### src/rtl/tia_capture_pkg.sv
// tia_capture_pkg: shared FSM states, TIA line timing constants and the pixel record layout
package tia_capture_pkg;
  typedef enum logic [1:0] {SEEK_VSYNC, IN_VSYNC, ACTIVE} state_e;
  localparam int TIA_LINE_CLOCKS = 228;
  localparam int TIA_HBLANK_CLOCKS = 68;
  typedef struct packed {
    logic       sof;
    logic [8:0] y;
    logic [7:0] x;
    logic [7:0] color;
  } pix_t;
endpackage

### src/rtl/tia_frame_capture_if.sv
// tia_frame_capture_if: valid/ready pixel stream {color,x,y,sof}; master drives pixels, slave drives ready
interface tia_frame_capture_if;
  logic       pix_valid;
  logic       pix_ready;
  logic [7:0] pix_color;
  logic [7:0] pix_x;
  logic [8:0] pix_y;
  logic       pix_sof;
  modport master(output pix_valid, pix_color, pix_x, pix_y, pix_sof, input pix_ready);
  modport slave(input pix_valid, pix_color, pix_x, pix_y, pix_sof, output pix_ready);
endinterface

### src/rtl/tia_frame_capture_fifo.sv
// capture_fifo: first-word fall-through pixel FIFO (push_i/din_i in, pop_i/dout_o/valid_o out, full_o); a push while full is dropped
module capture_fifo
  import tia_capture_pkg::*;
#(
  parameter int DEPTH = 16
) (
  input  logic clock,
  input  logic reset,
  input  logic push_i,
  input  pix_t din_i,
  input  logic pop_i,
  output pix_t dout_o,
  output logic valid_o,
  output logic full_o
);
  localparam int AW = $clog2(DEPTH);
  localparam int CW = AW + 1;
  pix_t mem_q [DEPTH];
  logic [AW-1:0] wr_q, rd_q;
  logic [CW-1:0] cnt_q;
  logic wr, rd;
  // full is judged on the occupancy at the start of the cycle, so a same-cycle pop cannot rescue a push
  assign full_o  = cnt_q == CW'(DEPTH);
  assign valid_o = cnt_q != '0;
  assign wr      = push_i && !full_o;
  assign rd      = pop_i && valid_o;
  assign dout_o  = valid_o ? mem_q[rd_q] : '0;
  always_ff @(posedge clock or posedge reset) begin
    if (reset) begin
      wr_q  <= '0;
      rd_q  <= '0;
      cnt_q <= '0;
    end else begin
      if (wr) wr_q <= wr_q + 1'b1;
      if (rd) rd_q <= rd_q + 1'b1;
      cnt_q <= cnt_q + CW'(wr) - CW'(rd);
    end
  end
  always_ff @(posedge clock) begin
    if (wr) mem_q[wr_q] <= din_i;
  end
endmodule

### src/rtl/tia_frame_capture.sv
// tia_frame_capture: recovers frame/line timing from TIA composite sync and streams coordinate-tagged visible pixels
//   clock/reset          : oscillator clock, async active-high reset
//   l_i/c_i/syn_i/blk_bar_i : TIA luma, chroma, composite sync, blank (low = blanked)
//   pix                  : valid/ready pixel stream {color={c,l,0}, x, y, sof}
//   frame_done_o/frame_count_o : vsync-while-active pulse and completed frame count
//   locked_o/overflow_o  : timing lock, sticky dropped-pixel flag
module tia_frame_capture
  import tia_capture_pkg::*;
#(
  parameter int VSYNC_MIN  = 64,
  parameter int MAX_WIDTH  = 160,
  parameter int MAX_LINES  = 256,
  parameter int FIFO_DEPTH = 16
) (
  input  logic                       clock,
  input  logic                       reset,
  input  logic [2:0]                 l_i,
  input  logic [3:0]                 c_i,
  input  logic                       syn_i,
  input  logic                       blk_bar_i,
  tia_frame_capture_if.master        pix,
  output logic                       frame_done_o,
  output logic [15:0]                frame_count_o,
  output logic                       locked_o,
  output logic                       overflow_o
);
  state_e      state_q;
  logic [2:0]  l_q;
  logic [3:0]  c_q;
  logic        syn_q, syn_p_q, blk_q;
  logic [7:0]  len_q, len_d;
  logic [7:0]  x_q;
  logic [8:0]  y_q;
  logic        sof_q, lhp_q, frame_done_q, overflow_q;
  logic [15:0] frame_count_q;
  logic        rise, fall, vs, vis, hs_end, in_range, push, full;
  pix_t        dout;
  assign rise     = syn_q && !syn_p_q;
  assign fall     = !syn_q && syn_p_q;
  assign len_d    = rise ? 8'd1 : (syn_q && len_q != 8'hFF) ? len_q + 8'd1 : len_q;
  // fires only on the cycle the run length steps onto VSYNC_MIN, hence once per syn-high run
  assign vs       = syn_q && len_d == 8'(VSYNC_MIN) && len_d != len_q;
  assign vis      = blk_q && !syn_q;
  assign hs_end   = fall && len_q < 8'(VSYNC_MIN);
  assign in_range = x_q < 8'(MAX_WIDTH) && y_q < 9'(MAX_LINES);
  assign push     = state_q == ACTIVE && !vs && !hs_end && vis && in_range;
  always_ff @(posedge clock or posedge reset) begin
    if (reset) begin
      state_q       <= SEEK_VSYNC;
      {l_q, c_q, syn_q, syn_p_q, blk_q} <= '0;
      len_q         <= '0;
      x_q           <= '0;
      y_q           <= '0;
      sof_q         <= 1'b0;
      lhp_q         <= 1'b0;
      frame_done_q  <= 1'b0;
      frame_count_q <= '0;
      overflow_q    <= 1'b0;
    end else begin
      {l_q, c_q, syn_q, blk_q, syn_p_q} <= {l_i, c_i, syn_i, blk_bar_i, syn_q};
      len_q        <= len_d;
      frame_done_q <= 1'b0;
      if (push && full) overflow_q <= 1'b1;
      case (state_q)
        SEEK_VSYNC: if (vs) state_q <= IN_VSYNC;
        IN_VSYNC: if (fall) begin
          state_q <= ACTIVE;
          x_q     <= '0;
          y_q     <= '0;
          sof_q   <= 1'b1;
          lhp_q   <= 1'b0;
        end
        ACTIVE: if (vs) begin
          frame_done_q  <= 1'b1;
          frame_count_q <= frame_count_q + 16'd1;
          state_q       <= IN_VSYNC;
        end else if (hs_end) begin
          x_q <= '0;
          if (lhp_q) begin
            y_q   <= y_q < 9'(MAX_LINES) ? y_q + 9'd1 : y_q;
            lhp_q <= 1'b0;
          end
        end else if (vis) begin
          lhp_q <= 1'b1;
          if (in_range) begin
            x_q   <= x_q + 8'd1;
            sof_q <= 1'b0;
          end
        end
        default: state_q <= SEEK_VSYNC;
      endcase
    end
  end
  capture_fifo #(.DEPTH(FIFO_DEPTH)) u_fifo (
    .clock  (clock),
    .reset  (reset),
    .push_i (push),
    .din_i  (pix_t'({sof_q, y_q, x_q, c_q, l_q, 1'b0})),
    .pop_i  (pix.pix_ready),
    .dout_o (dout),
    .valid_o(pix.pix_valid),
    .full_o (full)
  );
  assign pix.pix_color  = dout.color;
  assign pix.pix_x      = dout.x;
  assign pix.pix_y      = dout.y;
  assign pix.pix_sof    = dout.sof;
  assign frame_done_o   = frame_done_q;
  assign frame_count_o  = frame_count_q;
  assign locked_o       = state_q != SEEK_VSYNC;
  assign overflow_o     = overflow_q;
endmodule

### src/flat_wrapper.sv
// flat-port wrapper written by rule: the top's interface ports become plain ports
module tia_frame_capture_flat import tia_capture_pkg::*;
#(
  parameter int VSYNC_MIN  = 64,
  parameter int MAX_WIDTH  = 160,
  parameter int MAX_LINES  = 256,
  parameter int FIFO_DEPTH = 16
)
  (clock, reset, l_i, c_i, syn_i, blk_bar_i, frame_done_o, frame_count_o, locked_o, overflow_o, pix_pix_valid, pix_pix_color, pix_pix_x, pix_pix_y, pix_pix_sof, pix_pix_ready);
  tia_frame_capture_if pix_i ();
  input  logic clock;
  input  logic reset;
  input  logic [2:0] l_i;
  input  logic [3:0] c_i;
  input  logic syn_i;
  input  logic blk_bar_i;
  output logic frame_done_o;
  output logic [15:0] frame_count_o;
  output logic locked_o;
  output logic overflow_o;
  output wire logic [$bits(pix_i.pix_valid)-1:0] pix_pix_valid;
  output wire logic [$bits(pix_i.pix_color)-1:0] pix_pix_color;
  output wire logic [$bits(pix_i.pix_x)-1:0] pix_pix_x;
  output wire logic [$bits(pix_i.pix_y)-1:0] pix_pix_y;
  output wire logic [$bits(pix_i.pix_sof)-1:0] pix_pix_sof;
  input wire logic [$bits(pix_i.pix_ready)-1:0] pix_pix_ready;
  assign pix_pix_valid = pix_i.pix_valid;
  assign pix_pix_color = pix_i.pix_color;
  assign pix_pix_x = pix_i.pix_x;
  assign pix_pix_y = pix_i.pix_y;
  assign pix_pix_sof = pix_i.pix_sof;
  assign pix_i.pix_ready = pix_pix_ready;
  tia_frame_capture #(.VSYNC_MIN(VSYNC_MIN), .MAX_WIDTH(MAX_WIDTH), .MAX_LINES(MAX_LINES), .FIFO_DEPTH(FIFO_DEPTH)) u_core (.clock(clock), .reset(reset), .l_i(l_i), .c_i(c_i), .syn_i(syn_i), .blk_bar_i(blk_bar_i), .pix(pix_i), .frame_done_o(frame_done_o), .frame_count_o(frame_count_o), .locked_o(locked_o), .overflow_o(overflow_o));
endmodule
### config.mk
export PLATFORM = sky130hd
export DESIGN_NAME = tia_frame_capture_flat
export DESIGN_NICKNAME = d
export VERILOG_FILES = /design/src/rtl/tia_capture_pkg.sv /design/src/rtl/tia_frame_capture_if.sv /design/src/rtl/tia_frame_capture_fifo.sv /design/src/rtl/tia_frame_capture.sv /design/src/flat_wrapper.sv
export SDC_FILE = /design/constraint.sdc
export NUM_CORES = 1
export LEC_CHECK = 0
export CORE_MARGIN = 1.5
export CORE_UTILIZATION = 23
export CTS_CLUSTER_SIZE = 10
export DETAILED_ROUTE_END_ITERATION = 10
export GPL_TIMING_DRIVEN = 0
export PLACE_DENSITY = 0.38
export SLEW_MARGIN = 20
export SYNTH_ARGS = -nofsm -noshare
export SYNTH_HDL_FRONTEND = slang
export SYNTH_SLANG_ARGS = --single-unit
### constraint.sdc
create_clock -name clock -period 4.6 [get_ports clock]
set_input_delay 1.38 -clock clock [delete_from_list [all_inputs] [get_ports clock]]
set_output_delay 1.38 -clock clock [all_outputs]
set_load 0.03 [all_outputs]
==> metrics.md <==
| Metric | Value |
|---|---|
| Synth cell types | `55` |
| Critical Path End Type | `primary output` |
| Starting Density | `23.2%` |
| Comb pwr share | `23.7%` |
| Worst setup SP type | `register` |
| Vias | `9215` |
| Most used flip-flop cell after synthesis | `edfxtp_1` |
| Setup TNS | `0 ns` |
| Power, Total | `11500 uW` |
| Mean Syn Cell Area | `20.0 sq um` |
| Highest-count cells in the layout ignoring fill and taps | `edfxtp_1, mux4_2, dfrtp_1, clkbuf_16, clkbuf_1` |
| Status | `finished clean` |
| Port-buffer cells | `56` |
| CP max-delay cell | `mux4_2` |
| WP depth | `6` |
| Gate Count Post-Synth | `932` |
| CTS Buf Count | `55` |
| Critical path class | `register to primary output` |
| CP Cell Sequence | `buf_8 > buf_8 > mux4_2 > mux4_2 > and2_1 > dlygate4sd2_1` |
| Reg power frac | `41.0%` |
| CTS Hold Bufs | `0` |
| Pins Over Slew Limit | `0` |
| Least-Margin Pin Slew | `0.732 ns` |
| Yosys warnings | `0` |
| CP bufs+invs | `3` |
| VDD IR max | `317 uV` |
| Mapped Nets | `963` |
| Die Y | `288 um` |
| Remaining antenna violation count after routing | `0` |
| Iter 0 DRT Violations | `689` |
| Post-CTS setup buffer count | `0` |
| Leak pwr | `0.00682 uW` |
| Int Pwr | `8220 uW` |
| Dpl cells | `2066` |
| Synthesized cell area | `18700 sq um` |
| Worst-path fanout max | `10` |
| Vias in the first global route | `10011` |
| Die ar. | `82900 sq um` |
| Vias per cell | `4.25` |
| Chip width | `288 um` |
| Layout Cells excl Fill | `2169` |
| Largest net degree at the start of global routing | `47` |
| Clk buf depth | `3` |
| GRT Overall Usage | `12.1%` |
| FF-to-FF path depth | `7` |
| Remaining global-route overflow | `0` |
| RePlAce Congestion | `0.686` |
| FMAX | `0.224 GHz` |
| Post-synth ARST share | `14.9%` |
| Clk pin slew, worst setup/hold paths | `0.06 ns` |
| PD cells | `506 nW/um^2` |
| Core area | `80400 sq um` |
| Hold/Removal Path Class | `register to register` |
| Io pins | `58` |
| Latest clock arrival within the worst-skew pair | `0.62 ns` |
| Clk root buf | `clkbuf_16` |
| Clock power share | `35.3%` |
| Fin nets | `1093` |
| Net Sw Frac | `28.8%` |
| Clock sinks | `470` |
| Kind of cell adding the most delay to the critical path | `multiplexers` |
| Period utilization | `97.2%` |
| WL/cell | `22.6 um` |
| DRC | `0` |
| Pre-antenna DRT Iters | `4` |
| Sequential area share after synthesis | `73.7%` |
| Worst Hold Path Cells | `1` |
| Synth-to-layout area growth | `22.1%` |
| Ratio of cells with drive above 1 in the final layout | `24.3%` |
| Critical path arrival | `3.09 ns` |
| P_sw | `3330 uW` |
| Max incr delay on CP | `0.56 ns` |
| Ant. Diodes | `0` |
| Relative slew slack | `50.7%` |
| First-pass GRT wire length | `71.5 mm` |
| Minimum clock period | `4.47 ns` |
| Clk_skew | `0.0423 ns` |
| Most common cell after layout, fill and taps aside | `edfxtp_1` |
| Final core occ | `28.4%` |
| # fillers | `7988` |
| Post-DP HPWL | `30.8 mm` |
| Endpoints failing setup | `0` |
| Fin. Hold Viols | `0` |
| CTS tree | `done` |
| Required time of the worst setup path | `3.22 ns` |
| EDFF count, synth | `400` |
| #FFs+latches synth | `470` |
| Site row count | `104` |
| WL final | `49.0 mm` |
| # H-tree levels | `2` |
| Initial antenna violation count | `0` |
| Max Cap Viol | `0` |
[timing repair]
item	in CTS	in global routing
endpoints found under the setup margin	26	25
pin swaps	0	0
hold endpoints to repair	0	0
gates resized for setup	70	20
[kinds of logic after synthesis]
| family | Yosys count | synth area share (%) |
|---|---|---|
| and+or+nand+nor | 160 | 4.96 |
| other | 1 | 0.0201 |
| AOI/OAI and AO/OA | 60 | 2.03 |
| adders and majority gates | 19 | 1.31 |
| buffers and inverters | 66 | 1.41 |
| xor gates and xnor gates | 25 | 1.17 |
| muxes | 131 | 15.4 |
| DFF | 470 | 73.7 |
[cell type report]
type	count	area, sq um	area share (%)
plain buffers	43	323	1.42
clock inverters	5	58.8	0.258
multi-input cells	396	4670	20.5
flip-flops and latches	470	13800	60.3
inverters	22	87.6	0.384
well taps	1060	1330	5.81
repair buffers	74	965	4.23
clock buffers	99	1610	7.07
[sequential cells by signal, indices dropped and copies added, names as in the netlist]
signal / cells
u_core.u_fifo.mem_q: 400
u_core.frame_count_o: 16
u_core.y_q: 9
u_core.len_q: 8
u_core.x_q: 8
u_core.u_fifo.cnt_q: 5
u_core.c_q: 4
u_core.u_fifo.rd_q: 4
u_core.u_fifo.wr_q: 4
u_core.l_q: 3
u_core.state_q: 2
u_core.blk_q: 1
u_core.frame_done_o: 1
u_core.lhp_q: 1
u_core.overflow_o: 1
u_core.sof_q: 1
u_core.syn_p_q: 1
u_core.syn_q: 1
[power groups by stage]
stage          Combinational (uW)  Clock, uW  Sequential (uW)
4_1_cts                      2820       4220             4730
2_1_floorplan                1810          0             4770
6_report                     2740       4080             4730
5_1_grt                      2970       4390             4740
3_5_place_dp                 2840          0             4780
3_3_place_gp                 2820          0             4780
[cells in the mapped netlist, drive strengths merged (2+ instances only)]
cell    count  area (sq um)
ha         18           225
and3       13          81.3
o31ai       4          30.0
or2         3          18.8
a41oi       2          17.5
inv        22          82.6
xnor2      22           193
nand4b      3          26.3
edfxtp    400         12000
nand2      26          97.6
and2       43           269
buf        19          87.6
and4        4          35.0
clkbuf     25          93.8
a31oi       8          50.1
dfrtp      70          1750
nand2b      2          12.5
o221ai      3          26.3
nor3b       2          15.0
mux4      125          2820
xor2        3          26.3
nand4      11          68.8
nor2       15          63.8
mux2i       3          30.0
nand3b      2          15.0
o21ai      17          85.1
nor3        8          45.0
a21oi      13          65.1
nor2b       5          31.3
mux2        3          33.8
nand3      17          85.1
a21o        4          30.0
[through the flow]
step | worst slack (ns) | hold slack [ns] | cell area (sq um)
detailed placement | -0.241 | 0.479 | 21000
global placement | -0.726 | 0.468 | 20600
CTS | -0.200 | 0.487 | 22800
floorplan | 0.848 | 0.458 | 18700
global route | -0.0116 | 0.498 | 22800
finish | 0.127 | 0.473 | 22800
[worst paths after layout]
path	start	to	slack, ns
min in group asynchronous	reset	u_core.l_q[0]	1.13
worst min-delay path	u_core.frame_count_o[15]	u_core.frame_count_o[15]	0.47
max in group asynchronous	reset	u_core.len_q[2]	2.87
worst min register to register	u_core.frame_count_o[15]	u_core.frame_count_o[15]	0.47
worst max-delay path	u_core.u_fifo.rd_q[0]	pix_pix_sof	0.13
worst max register to register	u_core.x_q[5]	u_core.u_fifo.mem_q[0][19]	0.67
[per-layer routing]
metal / up-vias / wire length (um) / share of wire (%) / track usage, %
li1: 4056 / - / - / -
met4: 0 / 917 / 1.9 / 3.18
met2: 166 / 22800 / 46 / 19.0
met3: 58 / 1820 / 3.7 / 1.89
met5: - / 0 / 0 / 0
met1: 4935 / 23500 / 48 / 17.3
Power figures use the tool's default switching activity.
